`src/rtl/vx_scoreboard_pkg.sv`:
```
// vx_scoreboard_pkg: shared widths, width helpers and issue/writeback record types for the scoreboard.
package vx_scoreboard_pkg;
    localparam int NUM_WARPS_DEF = 4;
    localparam int NUM_REGS_DEF  = 64;
    localparam int PAYLOAD_W_DEF = 128;

    function automatic int wid_w(input int n);
        return (n > 1) ? $clog2(n) : 1;
    endfunction

    function automatic int nr_w(input int n);
        return (n > 1) ? $clog2(n) : 1;
    endfunction

    localparam int WID_W = wid_w(NUM_WARPS_DEF);
    localparam int NR_W  = nr_w(NUM_REGS_DEF);

    typedef struct packed {
        logic [WID_W-1:0]         wid;
        logic                     wb;
        logic [NR_W-1:0]          rd;
        logic [NR_W-1:0]          rs1;
        logic [NR_W-1:0]          rs2;
        logic [NR_W-1:0]          rs3;
        logic [PAYLOAD_W_DEF-1:0] payload;
    } sb_instr_t;

    typedef struct packed {
        logic [WID_W-1:0] wid;
        logic [NR_W-1:0]  rd;
        logic             eop;
    } sb_wb_t;
endpackage

```
`src/rtl/vx_sb_pipe_reg.sv`:
```
// vx_sb_pipe_reg: single-entry valid/ready pipeline register; holds its data while the consumer stalls.
module vx_sb_pipe_reg #(
    parameter int W = 8
) (
    input  logic         clk,
    input  logic         reset,
    input  logic         in_valid_i,
    output logic         in_ready_o,
    input  logic [W-1:0] in_data_i,
    output logic         out_valid_o,
    input  logic         out_ready_i,
    output logic [W-1:0] out_data_o
);
    logic         valid_q;
    logic [W-1:0] data_q;

    assign in_ready_o  = ~valid_q | out_ready_i;
    assign out_valid_o = valid_q;
    assign out_data_o  = data_q;

    always_ff @(posedge clk) begin
        if (reset) begin
            valid_q <= 1'b0;
            data_q  <= '0;
        end else if (in_valid_i && in_ready_o) begin
            valid_q <= 1'b1;
            data_q  <= in_data_i;
        end else if (out_ready_i) begin
            valid_q <= 1'b0;
        end
    end
endmodule

```
`src/rtl/vx_scoreboard.sv`:
```
// vx_scoreboard: per-warp in-flight register tracking; blocks RAW/WAW hazards and registers clean issues.
module vx_scoreboard
    import vx_scoreboard_pkg::*;
#(
    parameter int NUM_WARPS   = 4,
    parameter int NUM_REGS    = 64,
    parameter int PAYLOAD_W   = 128,
    parameter int STALL_LIMIT = 1024
) (
    input  logic                         clk,
    input  logic                         reset,
    input  logic                         in_valid,
    input  logic [wid_w(NUM_WARPS)-1:0]  in_wid,
    input  logic                         in_wb,
    input  logic [nr_w(NUM_REGS)-1:0]    in_rd,
    input  logic [nr_w(NUM_REGS)-1:0]    in_rs1,
    input  logic [nr_w(NUM_REGS)-1:0]    in_rs2,
    input  logic [nr_w(NUM_REGS)-1:0]    in_rs3,
    input  logic [PAYLOAD_W-1:0]         in_payload,
    output logic                         in_ready,
    output logic                         out_valid,
    output logic [wid_w(NUM_WARPS)-1:0]  out_wid,
    output logic                         out_wb,
    output logic [nr_w(NUM_REGS)-1:0]    out_rd,
    output logic [nr_w(NUM_REGS)-1:0]    out_rs1,
    output logic [nr_w(NUM_REGS)-1:0]    out_rs2,
    output logic [nr_w(NUM_REGS)-1:0]    out_rs3,
    output logic [PAYLOAD_W-1:0]         out_payload,
    input  logic                         out_ready,
    input  logic                         wb_valid,
    input  logic [wid_w(NUM_WARPS)-1:0]  wb_wid,
    input  logic [nr_w(NUM_REGS)-1:0]    wb_rd,
    input  logic                         wb_eop,
    output logic                         stall_timeout,
    output logic                         inuse_any
);
    localparam int W_ID = wid_w(NUM_WARPS);
    localparam int W_R  = nr_w(NUM_REGS);
    localparam int DW   = W_ID + 1 + 4 * W_R + PAYLOAD_W;
    localparam int CW   = $clog2(STALL_LIMIT + 1);

    logic [NUM_WARPS-1:0][NUM_REGS-1:0] inuse_q, inuse_d;
    logic [CW-1:0]                      cnt_q, cnt_d;
    logic                               timeout_q;
    logic                               hazard, stage_free, fire, stalled;
    logic [DW-1:0]                      out_data;

    // No writeback bypass: hazard looks only at registered state.
    assign hazard = inuse_q[in_wid][in_rs1] | inuse_q[in_wid][in_rs2] | inuse_q[in_wid][in_rs3]
                  | (in_wb & inuse_q[in_wid][in_rd]);
    assign in_ready = ~hazard & stage_free;
    assign fire     = in_valid & in_ready;
    assign stalled  = in_valid & ~in_ready;

    vx_sb_pipe_reg #(.W(DW)) u_out (
        .clk         (clk),
        .reset       (reset),
        .in_valid_i  (in_valid & ~hazard),
        .in_ready_o  (stage_free),
        .in_data_i   ({in_wid, in_wb, in_rd, in_rs1, in_rs2, in_rs3, in_payload}),
        .out_valid_o (out_valid),
        .out_ready_i (out_ready),
        .out_data_o  (out_data)
    );

    assign {out_wid, out_wb, out_rd, out_rs1, out_rs2, out_rs3, out_payload} = out_data;

    // Clear first so a coincident set on the same bit wins.
    always_comb begin
        inuse_d = inuse_q;
        if (wb_valid && wb_eop && wb_rd != '0) inuse_d[wb_wid][wb_rd] = 1'b0;
        if (fire && in_wb && in_rd != '0) inuse_d[in_wid][in_rd] = 1'b1;
    end

    assign cnt_d = stalled ? ((cnt_q == CW'(STALL_LIMIT)) ? cnt_q : cnt_q + CW'(1)) : '0;

    always_ff @(posedge clk) begin
        if (reset) begin
            inuse_q   <= '0;
            cnt_q     <= '0;
            timeout_q <= 1'b0;
        end else begin
            inuse_q   <= inuse_d;
            cnt_q     <= cnt_d;
            timeout_q <= timeout_q | (cnt_d == CW'(STALL_LIMIT));
        end
    end

    assign stall_timeout = timeout_q;
    assign inuse_any     = |inuse_q;
endmodule

```
`config.mk`:
```
export PLATFORM = sky130hd
export DESIGN_NAME = vx_scoreboard
export DESIGN_NICKNAME = d
export VERILOG_FILES = /design/src/rtl/vx_scoreboard_pkg.sv /design/src/rtl/vx_sb_pipe_reg.sv /design/src/rtl/vx_scoreboard.sv
export SDC_FILE = /design/constraint.sdc
export NUM_CORES = 1
export LEC_CHECK = 0
export CORE_MARGIN = 10
export CORE_UTILIZATION = 45
export CTS_CLUSTER_DIAMETER = 120
export DETAILED_ROUTE_END_ITERATION = 12
export DONT_BUFFER_PORTS = 1
export PLACE_DENSITY = 0.65
export SYNTH_ARGS = -nofsm -noshare
export SYNTH_HDL_FRONTEND = slang
export SYNTH_SLANG_ARGS = --single-unit
```
`constraint.sdc`:
```
create_clock -name clk -period 7.56 [get_ports clk]
set_input_delay 2.268 -clock clk [delete_from_list [all_inputs] [get_ports clk]]
set_output_delay 2.268 -clock clk [all_outputs]
set_load 0.01 [all_outputs]
```
; ---- After elaboration in Yosys (flattened, before gate mapping)
; Cells that the tools add are included.
[word_totals]
ff_bits = 424
in_bits = 169
out_inout_bits = 159
word_cells = 75
[op_classes]
addsub = 1
magnitude_cmp = 11
eq_ne = 2
mux = 24
bitwise_logic = 16
reduce_logical = 13
[ops]
columns = operator, n
row1 = 256-bit two-way mux, 2
row2 = 256-bit AND, 1
row3 = 64-bit demux with 2-bit select, 2
row4 = 256-bit NOT, 1
row5 = 256-bit bitwise OR, 1
row6 = 256-bit OR reduction, 1
row7 = 64-bit two-way mux, 3
row8 = 64-bit binary-select mux with 2-bit select, 1
row9 = "6-bit by 7-bit less-than comparator with 1-bit output, second input constant", 5
row10 = 1-bit binary-select mux with 6-bit select, 4
row11 = "11-bit == test, second input constant", 2
row12 = 11-bit two-way mux, 2
row13 = 1-bit demux with 6-bit select, 2
row14 = "6-bit by 1-bit greater-or-equal comparator with 1-bit output, second input constant", 2
row15 = 6-bit nonzero test, 2
row16 = "11-bit by 1-bit adder with 11-bit output, second input constant", 1
row17 = 1-bit logical AND, 9
row18 = 1-bit two-way mux, 8
row19 = "2-bit by 3-bit less-than comparator with 1-bit output, second input constant", 2
row20 = 1-bit AND, 5
row21 = 1-bit bitwise OR, 5
row22 = "2-bit by 1-bit greater-or-equal comparator with 1-bit output, second input constant", 2
row23 = 1-bit NOT, 3
row24 = 2-bit nonzero test, 1

; ---- Longest topological paths before layout
; Gate-level depths: netlist (run 1).
[logic_depth]
ltp_word = 14
mapped_depth = 17
ltp_nobuf = 9

; ---- Cells and area by module
; Synthesis (run 1) repeated with hierarchy kept, for this count alone.
[unflattened]
cells_unflattened = 2924
area_unflattened_um2 = 26465.4
[modules_own_cells]
columns = module, n_inst, cells_each, area_per_inst_um2, seq_area_each_um2
row1 = vx_scoreboard, 1, 2213, 19426.1, 5365.1
row2 = vx_sb_pipe_reg, 1, 711, 7039.3, 3123.0

; ---- Worst setup path before layout (run 1)
; OpenSTA, ideal clock, no wires.
[synth_timing]
path_kind = input to output
start = input port in_wid[0]
end = output port in_ready
arrival_ns = 5.487
t_required_ns = 5.292
setup_slack_ns = -0.195
cell_stages = 14
path_buffers = 6
path_cell_list = clkbuf_1 buf_4 buf_2 buf_4 mux4_2 nand2_1 o211ai_1 a41oi_1 a22oi_1 or4_1 a221oi_4 buf_2 buf_2 and2_1
[synth_via]
elab_chain_len = 9
elab_cells_between_ends = 16
classes_between = mux (10) / bitwise (6)
[synth_lines]
columns = item, line
row1 = "start, declared", vx_scoreboard.sv:13  ; input logic [wid_w(NUM_WARPS)-1:0] in_wid,
row2 = 64-bit binary-select mux with 2-bit select (*), "vx_scoreboard.sv:49, vx_scoreboard.sv:50"
row3 = 64-bit two-way mux (not written as such) (*), "vx_scoreboard.sv:49, vx_scoreboard.sv:50"
row4 = 1-bit binary-select mux with 6-bit select, vx_scoreboard.sv:49  ; assign hazard = inuse_q[in_wid][in_rs1] | inuse_q[in_wid][in_rs2] | inuse_q[in_wid][in_rs3]
row5 = 1-bit two-way mux (not written as such), vx_scoreboard.sv:49
row6 = 1-bit bitwise OR (2 in a row), vx_scoreboard.sv:49
row7 = 1-bit bitwise OR (*), vx_scoreboard.sv:50  ; | (in_wb & inuse_q[in_wid][in_rd]);
row8 = 1-bit NOT (*), vx_scoreboard.sv:51  ; assign in_ready = ~hazard & stage_free;
row9 = 1-bit AND (*), vx_scoreboard.sv:51
row10 = "end, declared", vx_scoreboard.sv:20  ; output logic in_ready,
; Every way passes the cells marked *; elsewhere a longest branch is shown, timed or not. The select of a mux whose other input is x is not followed.

; ---- Worst setup path in the final report (run 1)
; Ends and elaborated chain as after synthesis.

==> results of run 1 <==
power by group:
group          total (mW)  switching, mW  internal, mW
sequential           2.38         0.0829          2.30
clock                2.34          0.955          1.39
combinational       0.539          0.323         0.216
stage by stage:
step | instance area, um^2 | std cells | power (mW)
finish | 26300 | 3433 | 5.27
global route | 26300 | 3432 | 5.43
CTS | 26300 | 3432 | 5.29
detailed placement | 24700 | 3350 | 2.96
global placement | 24700 | 3350 | 2.95
floorplan | 24400 | 2851 | 2.90
final cells by class:
| type | instances | area (um^2) |
|---|---|---|
| inverter | 18 | 67.6 |
| antenna | 1 | 2.50 |
| clock buffer | 65 | 1350 |
| tap | 696 | 871 |
| fill | 4993 | 27400 |
| sequential | 424 | 8490 |
| timing repair buffer | 59 | 493 |
| multi-input combinational | 2153 | 14800 |
| clock inverter | 17 | 230 |
worst reg2reg max path, delay by kind of cell (launching register included):
| kind | cells | cell delay (ns) |
|---|---|---|
| multiplexers | 1 | 0.47 |
| AND/OR/NAND/NOR | 2 | 1.06 |
| flip-flops | 1 | 0.38 |
| buffers and inverters | 3 | 1.53 |
| AO/OA/AOI/OAI | 6 | 1.59 |
Yosys cell counts, types with 12 or more instances:
| cell | number |
|---|---|
| nand4_1 | 25 |
| o21ai_1 | 242 |
| a21oi_1 | 169 |
| clkbuf_1 | 154 |
| nor4_1 | 83 |
| nand3_1 | 175 |
| nor2_1 | 106 |
| buf_2 | 80 |
| nand2b_1 | 17 |
| nor3_1 | 24 |
| mux2i_1 | 137 |
| o22ai_1 | 59 |
| inv_1 | 17 |
| dfxtp_1 | 424 |
| a21bo_2 | 154 |
| nor2b_1 | 81 |
| mux4_2 | 81 |
| and2_1 | 12 |
| mux2_2 | 24 |
| nand2_1 | 318 |
| nand3b_1 | 202 |
| o21ai_0 | 75 |
kinds of logic (layout without fill, tap and decap cells):
group / Yosys count / in the layout / share of synthesized area, %
simple gates: 1103 / 1103 / 24.6
compound gates: 795 / 795 / 21.1
flops: 424 / 424 / 34.8
buf+inv: 274 / 159 / 4.80
mux: 242 / 242 / 14.2
xor+xnor: 11 / 11 / 0.395
fa+ha+maj: 2 / 2 / 0.103
other cells: 0 / 1 / 0
routing by layer:
| metal | track usage, % | vias up | share of wire (%) | routed length, um |
|---|---|---|---|---|
| met1 | 36.0 | 11280 | 37 | 37100 |
| met4 | 15.8 | 4 | 5.8 | 5800 |
| met5 | 0 | - | 0.027 | 27 |
| met2 | 45.0 | 1589 | 43 | 43100 |
| li1 | - | 10227 | - | - |
| met3 | 10.0 | 350 | 13 | 13200 |
state kept, by name, indices dropped and copies added, names as in the netlist:
signal and flops:
cnt_q 11, inuse_q 256, stall_timeout 1, u_out.out_data_o 155, u_out.out_valid_o 1
how the worst max path moves through the flow:
stage              start        to  slack (ns)
6_report       in_wid[0]  in_ready        0.07
2_1_floorplan  in_wid[0]  in_ready       0.001
3_5_place_dp   in_wid[0]  in_ready        0.37
4_1_cts        in_wid[0]  in_ready        0.35
5_1_grt        in_wid[0]  in_ready        0.16
3_3_place_gp   in_wid[0]  in_ready        0.30
==> results.json, run 1 <==
{
  "cp_data_arrival_time_ns": 5.22,
  "ys_ff_latch": 424,
  "crit_cells": 8,
  "pin_count": 328,
  "syn_nets": 3022,
  "vdd_drop_max_mv": 0.163,
  "h-tree-depth": 2,
  "grt_pass1_vias": 22311,
  "hold_depth": 2,
  "critPathBufInv": 0,
  "fin_nets": 2872,
  "ctsHoldBuffers": 0,
  "crit_slowest_cell": "or4_1",
  "grt_pass1_wl_mm": 145,
  "slew_violations": 0,
  "synth_area_leaders": "dfxtp_1 35%, mux4_2 7.5%, a21bo_2 6.3%, nand3b_1 6.2%, mux2i_1 5.6%",
  "rrSetupSlack_ns": 2.44,
  "ant_nets": 0,
  "avgSynthCellArea_um2": 8.55,
  "drt_wl_total_mm": 99.2,
  "min_from": "inuse_q[49]",
  "fin_crit_ns": 7.49,
  "ys_seq_area_share_pct": 34.8,
  "cts.sinks": 424,
  "grt_max_degree": 420,
  "clkTransAtPathRegs_ns": 0.06,
  "timing.final.ws_setup_ns": 0.0716,
  "die_height_um": 253,
  "antenna_found_initial": 3,
  "portBuffers": 0,
  "die_area_mm2": 0.0639,
  "drc": 0,
  "slew_headroom_pct": 3.21,
  "wl_per_cell_um": 28.9,
  "coreArea_mm2": 0.0537,
  "crit_family": "compound AO/OA/AOI/OAI gates",
  "clk_latency_ns": 0.59,
  "ctsResizeCount": 0,
  "synth_cells": 2851,
  "finalCritPeriodShare_pct": 99.1,
  "worst_slew_pin_slew_ns": 1.45,
  "cts_tree": "built",
  "syn_area_mm2": 0.0244,
  "dr.pass1.iters": 7,
  "ys_warn_count": 0,
  "r2r_start": "inuse_q[76]",
  "fin_worst_skew_ns": 0.0150,
  "yosys.area.top_type": "dfxtp_1",
  "max_stage_delay_ns": 0.58,
  "final_cell_mix": "424 x dfxtp_1, 318 x nand2_1, 242 x o21ai_1",
  "hold_slack_ns": 0.501,
  "endpoint_kind": "output port",
  "root_buffer": "clkbuf_16",
  "postCtsSetupBuffers": 0,
  "synth.top_cell.area_share_pct": 34.8,
  "rsz0062_at_grt": "no",
  "synth.distinct_cells": 72,
  "clockBufferDepth": 3,
  "post-place-ws_ns": 0.371,
  "status": "finished clean",
  "crit_fanout": 165,
  "p_per_area_mw_per_mm2": 200,
  "min_path_type": "reg2reg",
  "cp.required_ns": 5.29,
  "p_leak_nw": 8.45,
  "die_w_um": 253,
  "initial_core_util_pct": 45.4,
  "drive_gt1_share_pct": 15.6,
  "reg2reg_depth": 12,
  "final.setup.tns_ns": 0,
  "finalSetupViolCount": 0,
  "gp_congestion": 1.02,
  "post-route-util_pct": 49.0,
  "num_rows": 85,
  "synth_edf_count": 0,
  "syn_to_final_growth_pct": 7.92,
  "synthArstFlopShare_pct": 0,
  "start_kind": "primary input",
  "numCtsBuffers": 45,
  "r2r-end": "inuse_q[63]",
  "viasPerCell": 6.83,
  "drt_iter0_drc": 3149,
  "synth_ff_type": "dfxtp_1",
  "path_cells": "mux4_2 > o2bb2ai_1 > a2111oi_0 > a211o_1 > a22oi_1 > or4_1 > a221oi_4 > and2_1",
  "grt_overflow": 0,
  "max_freq_mhz": 134,
  "maxCapViolations": 0,
  "layout_commonest_cell": "dfxtp_1",
  "hpwl_mm": 67.2,
  "crit_type": "in2out",
  "vias": 23450,
  "finalHoldViolations": 0,
  "gr-usage-all-layers_pct": 29.4,
  "worstHoldEndpoint": "inuse_q[49]"
}
Power figures use the tool's default switching activity.
==> run 2: changes to the inputs <==
--- a/config.mk
+++ b/config.mk
@@ -5,12 +5,13 @@
 export SDC_FILE = /design/constraint.sdc
 export NUM_CORES = 1
 export LEC_CHECK = 0
+export CAP_MARGIN = 10
 export CORE_MARGIN = 10
-export CORE_UTILIZATION = 45
+export CORE_UTILIZATION = 50
 export CTS_CLUSTER_DIAMETER = 120
 export DETAILED_ROUTE_END_ITERATION = 12
 export DONT_BUFFER_PORTS = 1
-export PLACE_DENSITY = 0.65
+export PLACE_DENSITY = 0.71
 export SYNTH_ARGS = -nofsm -noshare
 export SYNTH_HDL_FRONTEND = slang
 export SYNTH_SLANG_ARGS = --single-unit
==> run 2 against run 1 <==
Clock skew rose by 0.0032 ns; hold slack got worse by 0.0058 ns; sequential share of layout area rose by 0.22 points; cell count fell by 2.7%; die area fell by 9.2%; the run now ends with max-slew violations left; maximum frequency rose by 0.84%; clock power barely moved; largest power group unchanged; critical path depth rose by 1; first-iteration DRC count rose by 8.8%; sequential power barely moved.
==> results.json, run 2 (synthesis gave the netlist of run 1 again) <==
{
  "status": "complete, but fails checks",
  "violations": "max-slew violations",
  "rsz0062_at_grt": "no",
  "min_path_type": "reg2reg",
  "portBuffers": 0,
  "clkTransAtPathRegs_ns": 0.06,
  "pin_count": 328,
  "numCtsBuffers": 44,
  "p_leak_nw": 8.39,
  "dr.pass1.iters": 8,
  "slew_headroom_pct": -25.8,
  "worstHoldEndpoint": "inuse_q[0]",
  "max_freq_mhz": 135,
  "cp_data_arrival_time_ns": 5.16,
  "cts.sinks": 424,
  "critPathLaunch": "in_wid[0]",
  "hold_depth": 1,
  "initial_core_util_pct": 50.8,
  "crit_type": "in2out",
  "fin_nets": 2864,
  "finalHoldViolations": 0,
  "ctsResizeCount": 0,
  "antenna_found_initial": 1,
  "p_per_area_mw_per_mm2": 200,
  "ctsHoldBuffers": 0,
  "maxCapViolations": 0,
  "post-place-cells": 3262,
  "start_kind": "primary input",
  "coreArea_mm2": 0.0479,
  "clk_latency_ns": 0.60,
  "worst_slew_pin_slew_ns": 1.89,
  "grt_pass1_vias": 22153,
  "die_w_um": 241,
  "fin_cells": 3342,
  "drive_gt1_share_pct": 15.2,
  "rrSetupSlack_ns": 2.64,
  "die_area_mm2": 0.0580,
  "cp.required_ns": 5.29,
  "dpl_cell_area_mm2": 0.0246,
  "largest-register": "inuse_q",
  "vias": 23454,
  "final_cell_mix": "424 x dfxtp_1, 318 x nand2_1, 242 x o21ai_1",
  "fin_worst_skew_ns": 0.0181,
  "largest_reg_flops": 256,
  "gr-usage-all-layers_pct": 32.1,
  "reg2reg_depth": 11,
  "syn_to_final_growth_pct": 7.18,
  "root_buffer": "clkbuf_16",
  "grt_pass1_wl_mm": 143,
  "num_rows": 80,
  "min_from": "inuse_q[0]",
  "drt_wl_total_mm": 98.1,
  "hold_slack_ns": 0.495,
  "viasPerCell": 7.02,
  "post-place-ws_ns": 0.338,
  "die_height_um": 241,
  "final_area_mm2": 0.0261,
  "r2r-end": "stall_timeout",
  "cts_tree": "built",
  "wl_per_cell_um": 29.3,
  "finalCritPeriodShare_pct": 98.2,
  "postCtsSetupBuffers": 0,
  "drc": 0,
  "fin_crit_ns": 7.43,
  "grt_max_degree": 420,
  "h-tree-depth": 2,
  "hpwl_mm": 66.5,
  "timing.final.ws_setup_ns": 0.134,
  "vdd_drop_max_mv": 0.145,
  "gp_congestion": 1.05,
  "r2r_start": "inuse_q[253]",
  "ant_nets": 0,
  "endpoint_kind": "output port",
  "drt_iter0_drc": 3425,
  "layout_commonest_cell": "dfxtp_1",
  "clockBufferDepth": 3,
  "grt_overflow": 0,
  "finalSetupViolCount": 0,
  "crit_fanout": 165,
  "slew_violations": 222,
  "final.setup.tns_ns": 0
}
==> run 2: changes by cell type in the layout (fill, tap and decap cells not counted), sizes merged <==
cell and change:
buf -7, bufinv +1, clkbuf -1, clkinv -3, clkinvlp -2, diode +2
==> run 2: per-stage QoR <==
step           power [mW]  utilization [%]
6_report             5.23             54.5
5_1_grt              5.38             54.5
4_1_cts              5.24             54.5
3_5_place_dp         2.95             51.3
3_3_place_gp         2.94             51.3
2_1_floorplan        2.90                -
==> run 2: layout make-up <==
type / instances / area, um^2
fill: 4347 / 21800
inverter: 18 / 67.6
antenna: 3 / 7.51
sequential: 424 / 8490
clock inverter: 13 / 230
multi-input combinational: 2153 / 14800
tap: 615 / 769
timing repair buffer: 52 / 453
clock buffer: 64 / 1310
==> run 2: worst max-delay path by stage <==
stage	cells past startpoint	slack, ns	end
floorplan	14	0.001	in_ready
global placement	9	0.36	in_ready
detailed placement	9	0.34	in_ready
CTS	9	0.33	in_ready
global route	9	0.19	in_ready
finish	9	0.13	in_ready
==> run 2: critical path, cell delays in order <==
cell and delay (ns):
mux2i_1 0.40, o22ai_1 0.14, or4_1 0.52, o31a_1 0.31, nor4_1 0.41, nand4b_1 0.25
a221oi_4 0.32, and2_1 0.25, buf_12 0.14
==> run 2: per-layer routing <==
layer	GRT usage [%]	wire, um	vias to the layer above
met1	39.6	35700	11265
met4	16.1	5540	0
met5	0	0	-
met2	49.2	42300	1648
li1	-	-	10190
met3	11.2	14600	351
==> run 2: report_power, final <==
part / switching, mW / internal, mW / total (mW)
Clock: 0.934 / 1.38 / 2.31
Sequential: 0.0820 / 2.30 / 2.38
Combinational: 0.322 / 0.213 / 0.535
